### src/rtl/sd_dat_tx_if.sv
// sd_dat_tx_if: command/storage-side bundle for sd_dat_tx
// SD_DAT_TX_BLKCNT_EN adds the blk_num pre-defined block count
interface sd_dat_tx_if;
  logic start, multi, widebus, stop;
  logic rd_valid, rd_ready;
  logic [7:0] rd_data;
  logic sddatoe;
  logic [3:0] sddatout;
  logic busy, blk_done, underrun;
`ifdef SD_DAT_TX_BLKCNT_EN
  logic [15:0] blk_num;
  modport master(output start, multi, widebus, stop, rd_valid, rd_data, blk_num,
                 input rd_ready, sddatoe, sddatout, busy, blk_done, underrun);
  modport slave(input start, multi, widebus, stop, rd_valid, rd_data, blk_num,
                output rd_ready, sddatoe, sddatout, busy, blk_done, underrun);
`else
  modport master(output start, multi, widebus, stop, rd_valid, rd_data,
                 input rd_ready, sddatoe, sddatout, busy, blk_done, underrun);
  modport slave(input start, multi, widebus, stop, rd_valid, rd_data,
                output rd_ready, sddatoe, sddatout, busy, blk_done, underrun);
`endif
endinterface

### src/rtl/sd_dat_tx.sv
// sd_dat_tx: SD DAT[3:0] block transmitter (1/4-bit, per-lane CRC16, multi-block)
// SD_DAT_TX_BLKCNT_EN enables a pre-defined block count via blk_num
module sd_dat_tx #(
  parameter int BLOCK_BYTES = 512,
  parameter int WAIT_CYCLES = 2,
  parameter int GAP_CYCLES = 2
) (
  input logic sdclk,
  input logic rst,
  sd_dat_tx_if.slave bus
);
  typedef enum logic [2:0] {IDLE, HIZ, PRE, START, DATA, CRC, ENDB, GAP} state_t;
  localparam logic [15:0] LAST1 = 16'(BLOCK_BYTES * 8 - 1);
  localparam logic [15:0] LAST4 = 16'(BLOCK_BYTES * 2 - 1);
  localparam logic [15:0] WAIT_LAST = 16'(WAIT_CYCLES - 1);
  localparam logic [15:0] GAP_LAST = 16'(GAP_CYCLES - 1);
  state_t r_state, w_state;
  logic [15:0] r_cnt, w_cnt, w_last, w_mask;
  logic [7:0] r_sh, w_sh, w_src, w_byte;
  logic [3:0][15:0] r_crc, w_crc;
  logic [3:0] r_dat, w_dat;
  logic r_multi, w_multi, r_wide, w_wide, r_ur, w_ur, r_done, w_done, r_rdy, w_rdy;
  logic r_oe, r_busy, w_blk_end;
`ifdef SD_DAT_TX_BLKCNT_EN
  logic [15:0] r_blk_num, w_blk_num, r_blk_cnt, w_blk_cnt;
  assign w_blk_end = !r_multi || (r_blk_num != 16'd0 && r_blk_cnt + 16'd1 == r_blk_num);
`else
  assign w_blk_end = !r_multi;
`endif
  assign w_last = r_wide ? LAST4 : LAST1;
  assign w_mask = r_wide ? 16'd1 : 16'd7;
  always_comb begin
    w_state = r_state;
    w_cnt = r_cnt + 16'd1;
    w_multi = r_multi;
    w_wide = r_wide;
    w_ur = r_ur | (r_rdy & ~bus.rd_valid);
    w_done = 1'b0;
`ifdef SD_DAT_TX_BLKCNT_EN
    w_blk_num = r_blk_num;
    w_blk_cnt = r_blk_cnt + {15'd0, r_state == ENDB && r_done};
`endif
    case (r_state)
      IDLE: if (bus.start && !bus.stop) begin
        w_state = HIZ;
        w_multi = bus.multi;
        w_wide = bus.widebus;
        w_ur = 1'b0;
`ifdef SD_DAT_TX_BLKCNT_EN
        w_blk_num = bus.blk_num;
        w_blk_cnt = '0;
`endif
      end
      HIZ: begin
        w_state = bus.stop ? IDLE : PRE;
        w_cnt = '0;
      end
      PRE: begin
        w_state = bus.stop ? IDLE : (r_cnt >= WAIT_LAST && bus.rd_valid) ? START : PRE;
        w_cnt = r_cnt >= WAIT_LAST ? r_cnt : r_cnt + 16'd1;
      end
      START: begin
        w_state = bus.stop ? ENDB : DATA;
        w_cnt = '0;
      end
      DATA: begin
        w_state = bus.stop ? ENDB : r_cnt == w_last ? CRC : DATA;
        w_cnt = r_cnt == w_last ? 16'd0 : r_cnt + 16'd1;
      end
      CRC: begin
        w_state = (bus.stop || r_cnt == 16'd15) ? ENDB : CRC;
        w_done = !bus.stop && r_cnt == 16'd15;
      end
      ENDB: begin
        // a zero blk_done here marks an aborted block
        w_state = (bus.stop || !r_done || w_blk_end) ? IDLE : GAP;
        w_cnt = '0;
      end
      GAP: begin
        w_state = bus.stop ? IDLE : r_cnt == GAP_LAST ? PRE : GAP;
        w_cnt = r_cnt == GAP_LAST ? 16'd0 : r_cnt + 16'd1;
      end
      default: w_state = IDLE;
    endcase
    w_byte = bus.rd_valid ? bus.rd_data : 8'hFF;
    w_src = r_rdy ? w_byte : r_sh;
    w_sh = r_sh;
    w_crc = r_crc;
    w_dat = 4'hF;
    if (w_state == START) begin
      w_dat = r_wide ? 4'h0 : 4'hE;
      w_crc = '0;
    end else if (w_state == DATA) begin
      w_dat = r_wide ? w_src[7:4] : {3'b111, w_src[7]};
      w_sh = r_wide ? {w_src[3:0], 4'hF} : {w_src[6:0], 1'b1};
      for (int l = 0; l < 4; l++)
        w_crc[l] = {r_crc[l][14:0], 1'b0} ^ ((r_crc[l][15] ^ w_dat[l]) ? 16'h1021 : 16'h0000);
    end else if (w_state == CRC) begin
      for (int l = 0; l < 4; l++) begin
        w_dat[l] = r_crc[l][15] | (!r_wide && l != 0);
        w_crc[l] = {r_crc[l][14:0], 1'b0};
      end
    end
    w_rdy = w_state == START || (w_state == DATA && (w_cnt & w_mask) == w_mask && w_cnt != w_last);
  end
  always_ff @(posedge sdclk) begin
    if (rst) begin
      r_state <= IDLE;
      r_cnt <= '0;
      r_sh <= '0;
      r_crc <= '0;
      r_dat <= 4'hF;
      r_oe <= 1'b0;
      r_busy <= 1'b0;
      r_rdy <= 1'b0;
      r_done <= 1'b0;
      r_ur <= 1'b0;
      r_multi <= 1'b0;
      r_wide <= 1'b0;
`ifdef SD_DAT_TX_BLKCNT_EN
      r_blk_num <= '0;
      r_blk_cnt <= '0;
`endif
    end else begin
      r_state <= w_state;
      r_cnt <= w_cnt;
      r_sh <= w_sh;
      r_crc <= w_crc;
      r_dat <= w_dat;
      r_oe <= w_state inside {PRE, START, DATA, CRC, ENDB};
      r_busy <= w_state != IDLE;
      r_rdy <= w_rdy;
      r_done <= w_done;
      r_ur <= w_ur;
      r_multi <= w_multi;
      r_wide <= w_wide;
`ifdef SD_DAT_TX_BLKCNT_EN
      r_blk_num <= w_blk_num;
      r_blk_cnt <= w_blk_cnt;
`endif
    end
  end
  assign bus.sddatoe = r_oe;
  assign bus.sddatout = r_dat;
  assign bus.rd_ready = r_rdy;
  assign bus.busy = r_busy;
  assign bus.blk_done = r_done;
  assign bus.underrun = r_ur;
endmodule

### src/flat_wrapper.sv
// flat-port wrapper written by rule: the top's interface ports become plain ports
module sd_dat_tx_flat 
#(
  parameter int BLOCK_BYTES = 512,
  parameter int WAIT_CYCLES = 2,
  parameter int GAP_CYCLES = 2
)
  (sdclk, rst, bus_start, bus_multi, bus_widebus, bus_stop, bus_rd_valid, bus_rd_data, bus_rd_ready, bus_sddatoe, bus_sddatout, bus_busy, bus_blk_done, bus_underrun);
  sd_dat_tx_if bus_i ();
  input logic sdclk;
  input logic rst;
  input wire logic [$bits(bus_i.start)-1:0] bus_start;
  input wire logic [$bits(bus_i.multi)-1:0] bus_multi;
  input wire logic [$bits(bus_i.widebus)-1:0] bus_widebus;
  input wire logic [$bits(bus_i.stop)-1:0] bus_stop;
  input wire logic [$bits(bus_i.rd_valid)-1:0] bus_rd_valid;
  input wire logic [$bits(bus_i.rd_data)-1:0] bus_rd_data;
  output wire logic [$bits(bus_i.rd_ready)-1:0] bus_rd_ready;
  output wire logic [$bits(bus_i.sddatoe)-1:0] bus_sddatoe;
  output wire logic [$bits(bus_i.sddatout)-1:0] bus_sddatout;
  output wire logic [$bits(bus_i.busy)-1:0] bus_busy;
  output wire logic [$bits(bus_i.blk_done)-1:0] bus_blk_done;
  output wire logic [$bits(bus_i.underrun)-1:0] bus_underrun;
  assign bus_i.start = bus_start;
  assign bus_i.multi = bus_multi;
  assign bus_i.widebus = bus_widebus;
  assign bus_i.stop = bus_stop;
  assign bus_i.rd_valid = bus_rd_valid;
  assign bus_i.rd_data = bus_rd_data;
  assign bus_rd_ready = bus_i.rd_ready;
  assign bus_sddatoe = bus_i.sddatoe;
  assign bus_sddatout = bus_i.sddatout;
  assign bus_busy = bus_i.busy;
  assign bus_blk_done = bus_i.blk_done;
  assign bus_underrun = bus_i.underrun;
  sd_dat_tx #(.BLOCK_BYTES(BLOCK_BYTES), .WAIT_CYCLES(WAIT_CYCLES), .GAP_CYCLES(GAP_CYCLES)) u_core (.sdclk(sdclk), .rst(rst), .bus(bus_i));
endmodule
### config.mk
export PLATFORM = sky130hd
export DESIGN_NAME = sd_dat_tx_flat
export DESIGN_NICKNAME = d
export VERILOG_FILES = /design/src/rtl/sd_dat_tx_if.sv /design/src/rtl/sd_dat_tx.sv /design/src/flat_wrapper.sv
export SDC_FILE = /design/constraint.sdc
export NUM_CORES = 1
export LEC_CHECK = 0
export ABC_AREA = 1
export CAP_MARGIN = 30
export CORE_MARGIN = 2
export CORE_UTILIZATION = 60
export DETAILED_ROUTE_END_ITERATION = 10
export PLACE_DENSITY = 0.82
export SKIP_CTS_REPAIR_TIMING = 1
export SLEW_MARGIN = 20
export SYNTH_ARGS = -nofsm -noshare
export SYNTH_HDL_FRONTEND = slang
export SYNTH_SLANG_ARGS = --single-unit
### constraint.sdc
create_clock -name sdclk -period 2.21 [get_ports sdclk]
set_input_delay 0.3315 -clock sdclk [delete_from_list [all_inputs] [get_ports sdclk]]
set_output_delay 0.3315 -clock sdclk [all_outputs]
set_load 0.005 [all_outputs]
==> flow_summary.json, run 1 <==
{
  "async_reset_ff_share_pct": 0,
  "dp.cells": 881,
  "arrival_ns": 2.50,
  "ys_seq_area_share_pct": 40.85,
  "use_met3_pct": 4.585,
  "antenna_cells": 0,
  "place_area_sq_um": 5592,
  "dr_total_vias": 4984,
  "p_clk_share_pct": 33.0,
  "final_core_util_pct": 75.11,
  "seqPwrFrac_pct": 51.3,
  "die_h_um": 95.28,
  "ir_drop_uv": 478.4,
  "routed_wl_mm": 12.88,
  "gp_congestion": 0.9647,
  "grt_use_met2_pct": 46.30,
  "drt_first_pass_iters": 7,
  "synth-edff-count": 0,
  "coreArea_sq_um": 8134,
  "die_w_um": 95.28,
  "use_met1_pct": 32.80,
  "synth_cell_type_count": 35,
  "rsz0062_at_grt": "true",
  "initial_core_util_pct": 61.45,
  "status": "finished with violations",
  "r2r_end": "u_core.r_crc[28]$_SDFFE_PP0P_",
  "ys_ff_latch": 102,
  "share_comb_of_total_power_pct": 15.7,
  "cp_max_fo": 6,
  "syn_inst": 734,
  "finClkSkew_ns": 0.01961,
  "io_pins": 24,
  "p_per_area_nw_per_um2": 609.2,
  "synth.most_common_cell": "nand2_1",
  "p_sw_uw": 1132,
  "gr-usage-all-layers_pct": 26.37,
  "post-route-period-util_pct": 100.5,
  "netlist_area_sq_um": 4999,
  "violations": "negative setup slack",
  "grt_pass1_wl_mm": 19.04,
  "synth_area_leaders": "dfxtp_1 (41%), nand2_1 (18%), a21oi_1 (7.6%)",
  "wl_per_cell_um": 14.15,
  "end_kind": "flip-flop",
  "port_buffers": 23,
  "cts_buffer_depth": 2,
  "fp-row-count": 33,
  "numCtsBuffers": 9,
  "cts_tree": "done",
  "top_usage_layer": "met2",
  "first_global_vias": 4360,
  "dpl.hpwl_mm": 8.341,
  "drtIter0Drc": 340,
  "crit_type": "flip-flop to flip-flop",
  "postRouteAntennaNets": 0,
  "yosysWarnings": 0,
  "hp-class": "flip-flop to flip-flop",
  "hold_viol": 0,
  "areaGrowthSynthToFinish_pct": 22.23,
  "worstSetupStartpointType": "flip-flop",
  "final_layout_size_suffix_gt1_share_pct": 16.89,
  "slew_viol_final": 0,
  "antenna_found_initial": 0,
  "cts.sinks": 102,
  "synth_largest_area_cell": "dfxtp_1",
  "p_int_uw": 2590,
  "cp_data_required_time_ns": 2.49,
  "h-tree-depth": 3,
  "overflow": 0,
  "cp-endpoint": "u_core.r_crc[28]$_SDFFE_PP0P_",
  "ys.flop_type": "dfxtp_1",
  "reg2reg_slack_ns": -0.01,
  "fin_hold_ws_ns": 0.4564,
  "drv_cap": 0,
  "synth.top_cells.by_count": "nand2_1 (235), dfxtp_1 (102), nor2_1 (90)",
  "synth_fp_nets": 752,
  "swShare_pct": 30.41,
  "tightest_slew_ns": 0.4198,
  "final_cell_area_sq_um": 6110,
  "netlist.area_leader.share_pct": 40.85,
  "cts_root_buffer": "clkbuf_8",
  "power.total_uw": 3722,
  "startpoint": "u_core.r_cnt[0]$_SDFF_PP0_",
  "setup_ws_ns": -0.01001,
  "drc": 0,
  "regToRegStartpoint": "u_core.r_cnt[0]$_SDFF_PP0_",
  "leakage_uw": 0.002420,
  "path_clk_slew_ns": 0.12,
  "slew-limit-headroom_pct": 71.72,
  "worstSkewPairLatency_ns": 0.37,
  "max_freq_ghz": 0.4504,
  "dieArea_sq_um": 9077,
  "r2r_cells": 17,
  "instances_no_fill": 910,
  "avgViaCountPerCell": 5.477,
  "period_needed_ns": 2.220,
  "avgSynthCellArea_sq_um": 6.810,
  "grt_max_degree": 38,
  "setup_viol": 1,
  "nNetsFinal": 818
}
==> kinds of logic (layout without fill, tap and decap cells) <==
family	Yosys count	count (layout)	share of synthesized area, %
adder cells (fa/ha/maj)	3	3	0.7510
AND/OR/NAND/NOR	404	404	34.42
AO/OA/AOI/OAI	120	120	12.94
XOR/XNOR	13	13	2.278
flip-flops	102	102	40.85
buffers and inverters	92	163	8.761
==> sequential cells by signal (all words and copies together) (netlist names) <==
register	flops
u_core.bus.blk_done	1
u_core.bus.busy	1
u_core.bus.rd_ready	1
u_core.bus.sddatoe	1
u_core.bus.sddatout	4
u_core.bus.underrun	1
u_core.r_cnt	16
u_core.r_crc	64
u_core.r_multi	1
u_core.r_sh	8
u_core.r_state	3
u_core.r_wide	1
==> area by class of cell <==
cell class	instances	area (sq um)
repair buffers	86	833.3
clock inverters	7	93.84
well taps	105	131.4
clock buffers	9	123.9
multi-input cells	540	2640
fillers	593	2024
flip-flops and latches	102	2053
inverters	61	234.0
==> placed cells by master, fill, tap and decap left out, types with 9 or more instances in the layout <==
cell type	synthesis	final
nor2_1	90	81
nand2_1	235	230
a21oi_1	76	73
nor2_2	4	9
xor2_1	13	13
nand3_1	42	42
nand4_1	14	14
clkbuf_8	0	9
buf_4	6	49
o21ai_0	21	17
inv_1	56	51
dfxtp_1	102	97
clkdlybuf4s50_1	0	23
==> worst min path at each step <==
stage                            startpoint                              to  slack [ns]  cells past startpoint
3_3_place_gp    u_core.r_sh[3]$_SDFFE_PP0P_     u_core.r_sh[3]$_SDFFE_PP0P_        0.43                      2
5_1_grt        u_core.r_crc[7]$_SDFFE_PP0P_    u_core.r_crc[8]$_SDFFE_PP0P_        0.48                      2
3_5_place_dp    u_core.r_sh[3]$_SDFFE_PP0P_     u_core.r_sh[3]$_SDFFE_PP0P_        0.44                      2
2_1_floorplan                      bus_stop  u_core.bus.blk_done$_SDFF_PP0_        0.41                      1
4_1_cts         u_core.r_sh[3]$_SDFFE_PP0P_     u_core.r_sh[3]$_SDFFE_PP0P_        0.46                      2
6_report        u_core.r_sh[3]$_SDFFE_PP0P_     u_core.r_sh[3]$_SDFFE_PP0P_        0.46                      2
==> power by group through the flow <==
| stage | logic [uW] | clock network [uW] | registers (uW) |
|---|---|---|---|
| after floorplan | 315 | 0 | 1930 |
| after global placement | 476 | 0 | 1940 |
| after global routing | 635 | 1320 | 1910 |
| final | 586 | 1230 | 1910 |
| after CTS | 490 | 1240 | 1900 |
| after detailed placement | 486 | 0 | 1940 |
==> stage by stage <==
step,TNS [ns],setup WS (ns)
final,-0.01001,-0.01001
after global routing,-4.549,-0.1506
after CTS,-1.193,-0.08284
after detailed placement,-0.1372,-0.03471
after global placement,-0.02568,-0.01684
after floorplan,0,0.1677
==> worst max-delay path, stage by stage (launching register included) <==
cell and delay, ns:
dfxtp_4 0.43, ha_4 0.16, nand2_2 0.08, nor2_4 0.17
nand2_2 0.07, inv_1 0.07, nand3_2 0.09, o22ai_1 0.20
nand2_1 0.11, nand3_4 0.13, nor2_4 0.06, nand2_4 0.10
inv_4 0.06, buf_12 0.13, nand2_1 0.06, nand3_1 0.09
nand2_1 0.07, inv_1 0.03
==> per-layer routing <==
metal	part of all wire [%]	up-vias
li1	-	2480
met2	50	163
met3	6.1	24
met4	1.7	0
met1	42	2317
met5	0	-
Power figures use the tool's default switching activity.
==> run 2: changes to the inputs <==
--- a/config.mk
+++ b/config.mk
@@ -10,7 +10,8 @@
 export CORE_MARGIN = 2
 export CORE_UTILIZATION = 60
 export DETAILED_ROUTE_END_ITERATION = 10
-export PLACE_DENSITY = 0.82
+export DONT_BUFFER_PORTS = 1
+export PLACE_DENSITY = 0.79
 export SKIP_CTS_REPAIR_TIMING = 1
 export SLEW_MARGIN = 20
 export SYNTH_ARGS = -nofsm -noshare
==> flow_summary.json, run 2 (same netlist as run 1, synthesis figures left out) <==
{
  "areaGrowthSynthToFinish_pct": 17.65,
  "seqCellArea_sq_um": 2056,
  "grt_max_degree": 40,
  "crit_type": "flip-flop to flip-flop",
  "grt_pass1_wl_mm": 19.02,
  "overflow": 0,
  "ir_drop_uv": 505.7,
  "drc": 0,
  "postRouteAntennaNets": 0,
  "drv_cap": 0,
  "power.total_uw": 3714,
  "cp_max_fo": 18,
  "tightest_slew_ns": 0.4957,
  "port_buffers": 0,
  "p_per_area_nw_per_um2": 631.5,
  "final.fill_count": 608,
  "multi_input_area_sq_um": 2694,
  "max_freq_ghz": 0.4627,
  "final_core_util_pct": 72.30,
  "drtIter0Drc": 303,
  "final_common_cell": "nand2_1",
  "reg2reg_slack_ns": 0.05,
  "routed_wl_mm": 12.84,
  "h-tree-depth": 3,
  "initial_core_util_pct": 61.45,
  "dp.cells": 845,
  "cts_buffer_depth": 2,
  "post-route-period-util_pct": 97.79,
  "setup_ws_ns": 0.04894,
  "final_cell_mix": "nand2_1 (228), dfxtp_1 (95), nor2_1 (82)",
  "setup_viol": 0,
  "numCtsBuffers": 9,
  "cts_root_buffer": "clkbuf_8",
  "dr_total_vias": 4879,
  "worstSetupStartpointType": "flip-flop",
  "first_global_vias": 4187,
  "top_register": "u_core.r_crc",
  "gp_congestion": 0.9301,
  "fp-row-count": 33,
  "nNetsFinal": 785,
  "die_w_um": 95.28,
  "drt_first_pass_iters": 5,
  "dpl.hpwl_mm": 8.402,
  "gr-usage-all-layers_pct": 26.78,
  "instances_no_fill": 877,
  "period_needed_ns": 2.161,
  "slew-limit-headroom_pct": 66.60,
  "wl_per_cell_um": 14.64,
  "dieArea_sq_um": 9077,
  "antenna_cells": 0,
  "final_layout_size_suffix_gt1_share_pct": 16.45,
  "cp_data_required_time_ns": 2.53,
  "path_clk_slew_ns": 0.12,
  "status": "complete, no violations",
  "avgViaCountPerCell": 5.563,
  "die_h_um": 95.28,
  "io_pins": 24,
  "hp-class": "input port to flip-flop",
  "cts.sinks": 102,
  "largest_reg_flops": 64,
  "arrival_ns": 2.48,
  "end_kind": "flip-flop",
  "coreArea_sq_um": 8134,
  "antenna_found_initial": 0,
  "slew_viol_final": 0,
  "worstSkewPairLatency_ns": 0.37,
  "cts_tree": "done",
  "place_ws_ns": -0.09495,
  "hold_viol": 0,
  "rsz0062_at_grt": "true",
  "top_regs": "u_core.r_crc (64), u_core.r_cnt (16), u_core.r_sh (8)",
  "leakage_uw": 0.002314,
  "finClkSkew_ns": 0.02334
}
==> run 2: final timing paths <==
check,from,endpoint,cells past startpoint
max,u_core.r_cnt[8]$_SDFF_PP0_,u_core.r_crc[5]$_SDFFE_PP0P_,14
min,bus_stop,u_core.bus.blk_done$_SDFF_PP0_,1
max reg2reg,u_core.r_cnt[8]$_SDFF_PP0_,u_core.r_crc[5]$_SDFFE_PP0P_,14
min reg2reg,u_core.r_crc[1]$_SDFFE_PP0P_,u_core.r_crc[2]$_SDFFE_PP0P_,2
==> run 2: metrics by stage <==
stage | TNS (ns) | hold WS [ns] | cell area, sq um
2_1_floorplan | 0 | 0.4089 | 4999
3_3_place_gp | -0.1411 | 0.4082 | 5251
3_5_place_dp | -0.1018 | 0.4117 | 5251
4_1_cts | -0.6520 | 0.0001854 | 5470
5_1_grt | -0.6353 | 0.006644 | 5881
6_report | 0 | 0.01785 | 5881
==> run 2: area by class of cell <==
class	instances	area share (%)
flip-flops and latches	102	34.96
well taps	105	2.234
clock buffers	9	2.106
inverters	61	3.936
multi-input cells	540	45.81
repair buffers	53	9.340
clock inverters	7	1.617
==> run 2: routing by layer <==
metal  GRT usage (%)  wire length [um]  vias to the layer above
met5               0                 0                        -
met1           35.45              5557                     2218
met2           42.96              6073                      205
li1                -                 -                     2427
met3           5.375               900                       29
met4           10.51               311                        0
==> run 2: worst max-delay path: stages (launching register included) <==
cell and delay (ns):
dfxtp_1 0.40, buf_4 0.16, nand2_1 0.13, nor2_1 0.23, nand3_4 0.13, o22ai_2 0.18
nand2_2 0.08, nand3_4 0.11, nor2_2 0.06, nand2_2 0.11, buf_6 0.20, nand2_1 0.08
nand3_1 0.09, nand2_1 0.07, inv_1 0.06
==> run 2: where the power goes <==
part / switching (uW) / internal [uW] / total, uW
Clock: 723 / 560 / 1280
Combinational: 324 / 198 / 522
Sequential: 35.4 / 1870 / 1910
==> run 3: changes to the inputs <==
==> constraint.sdc (replaced) <==
create_clock -name sdclk -period 2.4 [get_ports sdclk]
set_input_delay 0.36 -clock sdclk [delete_from_list [all_inputs] [get_ports sdclk]]
set_output_delay 0.36 -clock sdclk [all_outputs]
set_load 0.005 [all_outputs]
==> flow_summary.json, run 3 (same netlist as run 1, synthesis figures left out) <==
{
  "setup_viol": 0,
  "r2r_end": "u_core.r_crc[5]$_SDFFE_PP0P_",
  "coreArea_sq_um": 8134,
  "routed_wl_mm": 11.08,
  "p_per_area_nw_per_um2": 606.2,
  "io_pins": 24,
  "first_global_vias": 4131,
  "hp-class": "input port to flip-flop",
  "final_common_cell": "nand2_1",
  "dr_total_vias": 4657,
  "end_kind": "flip-flop",
  "status": "complete, no violations",
  "h-tree-depth": 3,
  "dpl.hpwl_mm": 7.850,
  "finClkSkew_ns": 0.01345,
  "cts_tree": "done",
  "max_stage_delay_ns": 0.39,
  "gr-usage-all-layers_pct": 25.08,
  "crit_type": "flip-flop to flip-flop",
  "cp_top_family": "simple AND/OR/NAND/NOR gates",
  "final_layout_size_suffix_gt1_share_pct": 10.05,
  "slowest_stage": "dfxtp_4",
  "crit_buf_inv": 4,
  "path_cells": "ha_1, nand2_2, nor2_4, nand2_1, inv_1, nand3_2, o22ai_1, nand2_1, nand3_2, nor2_1, nand2_1, inv_1, buf_12, nand2_1, nand3_1, nand2_1, inv_1",
  "postRouteAntennaNets": 0,
  "post-route-period-util_pct": 92.62,
  "overflow": 0,
  "largest_reg_flops": 64,
  "period_needed_ns": 2.223,
  "drv_cap": 0,
  "slew-limit-headroom_pct": 69.69,
  "dp.cells": 830,
  "top_regs": "u_core.r_crc (64), u_core.r_cnt (16), u_core.r_sh (8)",
  "die_h_um": 95.28,
  "cts_buffer_depth": 2,
  "instances_no_fill": 851,
  "nNetsFinal": 759,
  "reg2reg_slack_ns": 0.18,
  "top_register": "u_core.r_crc",
  "grt_pass1_wl_mm": 18.13,
  "cp_max_fo": 21,
  "timing.critical_path.mode_cell": "nand2_1",
  "tightest_slew_ns": 0.4531,
  "areaGrowthSynthToFinish_pct": 8.360,
  "tns_ns": 0,
  "port_buffers": 0,
  "drc": 0,
  "power.total_uw": 3283,
  "cts.sinks": 102,
  "final_cell_area_sq_um": 5416,
  "regToRegStartpoint": "u_core.r_cnt[0]$_SDFF_PP0_",
  "place_area_sq_um": 5139,
  "antenna_cells": 0,
  "path_clk_slew_ns": 0.11,
  "arrival_ns": 2.50,
  "ir_drop_uv": 405.4,
  "avgViaCountPerCell": 5.472,
  "drtIter0Drc": 279,
  "drt_first_pass_iters": 7,
  "fp-row-count": 33,
  "antenna_found_initial": 0,
  "dieArea_sq_um": 9077,
  "max_freq_ghz": 0.4499,
  "final_core_util_pct": 66.59,
  "worstSkewPairLatency_ns": 0.37,
  "slew_viol_final": 0,
  "initial_core_util_pct": 61.45,
  "hold_viol": 0,
  "cts_root_buffer": "clkbuf_8",
  "wl_per_cell_um": 13.02,
  "leakage_uw": 0.002121,
  "r2r_cells": 17,
  "cp_data_required_time_ns": 2.68,
  "hold_start": "rst",
  "gp_congestion": 0.9508,
  "grt_max_degree": 41,
  "numCtsBuffers": 9,
  "final_cell_mix": "nand2_1 (233), dfxtp_1 (100), nor2_1 (88)",
  "min_to": "u_core.r_cnt[1]$_SDFF_PP0_",
  "worstSetupStartpointType": "flip-flop",
  "die_w_um": 95.28,
  "whs_path_depth": 1
}
## run 3: cell types whose count changed in the layout (fill, tap and decap cells not counted), moves of 4 or more
cell           delta
buf_6             -5
dfxtp_1           +5
dfxtp_2           -4
inv_2             -4
o21ai_1           -4
o21ai_0           +5
inv_1             +5
dlygate4sd3_1     -4
nand2_1           +5
buf_4            -12
nor2_1            +6
## run 3: layout make-up
cell class,count,area [sq um]
fillers,717,2718
multi-input cells,540,2539
flip-flops and latches,102,2047
repair buffers,27,252.7
inverters,61,229.0
well taps,105,131.4
clock buffers,9,123.9
clock inverters,7,93.84
## run 3: per-stage QoR
step / hold WS (ns) / setup WS (ns)
after floorplan: 0.4246 / 0.3577
after global placement: 0.4337 / 0.1387
after detailed placement: 0.4376 / 0.06007
after CTS: 0.03846 / 0.03246
after global routing: 0.02150 / -0.004791
final: 0.04230 / 0.1771
## run 3: routing by layer
layer / routed length, um / global-route usage, % / vias to the layer above
li1: - / - / 2364
met5: 0 / 0 / -
met4: 234 / 8.696 / 0
met2: 5274 / 41.55 / 150
met1: 4856 / 32.59 / 2117
met3: 710 / 4.980 / 26
## run 3: worst max-delay path by stage
| stage | from | to | cells after the start |
|---|---|---|---|
| 2_1_floorplan | u_core.r_cnt[1]$_SDFF_PP0_ | u_core.bus.sddatout[1]$_SDFF_PP1_ | 16 |
| 3_3_place_gp | u_core.r_cnt[0]$_SDFF_PP0_ | u_core.r_crc[21]$_SDFFE_PP0P_ | 15 |
| 3_5_place_dp | u_core.r_cnt[0]$_SDFF_PP0_ | u_core.r_crc[5]$_SDFFE_PP0P_ | 17 |
| 4_1_cts | u_core.r_cnt[0]$_SDFF_PP0_ | u_core.r_crc[5]$_SDFFE_PP0P_ | 17 |
| 5_1_grt | u_core.r_cnt[1]$_SDFF_PP0_ | u_core.r_sh[7]$_SDFFE_PP0P_ | 16 |
| 6_report | u_core.r_cnt[0]$_SDFF_PP0_ | u_core.r_crc[5]$_SDFFE_PP0P_ | 17 |
## run 3: where the power goes
group | switching, uW | leakage (uW) | internal, uW | total, uW
Combinational | 257 | 0.00119 | 145 | 402
Clock | 697 | 0.000108 | 432 | 1130
Sequential | 29.1 | 0.000825 | 1720 | 1750
## run 3: worst register-to-register path: cells and delay by family, from the launching register on
kind                       cells  cell delay (ns)
adders and majority gates      1             0.18
AOI/OAI and AO/OA              1             0.17
DFF                            1             0.39
buffers and inverters          4             0.37
and+or+nand+nor               11             1.03
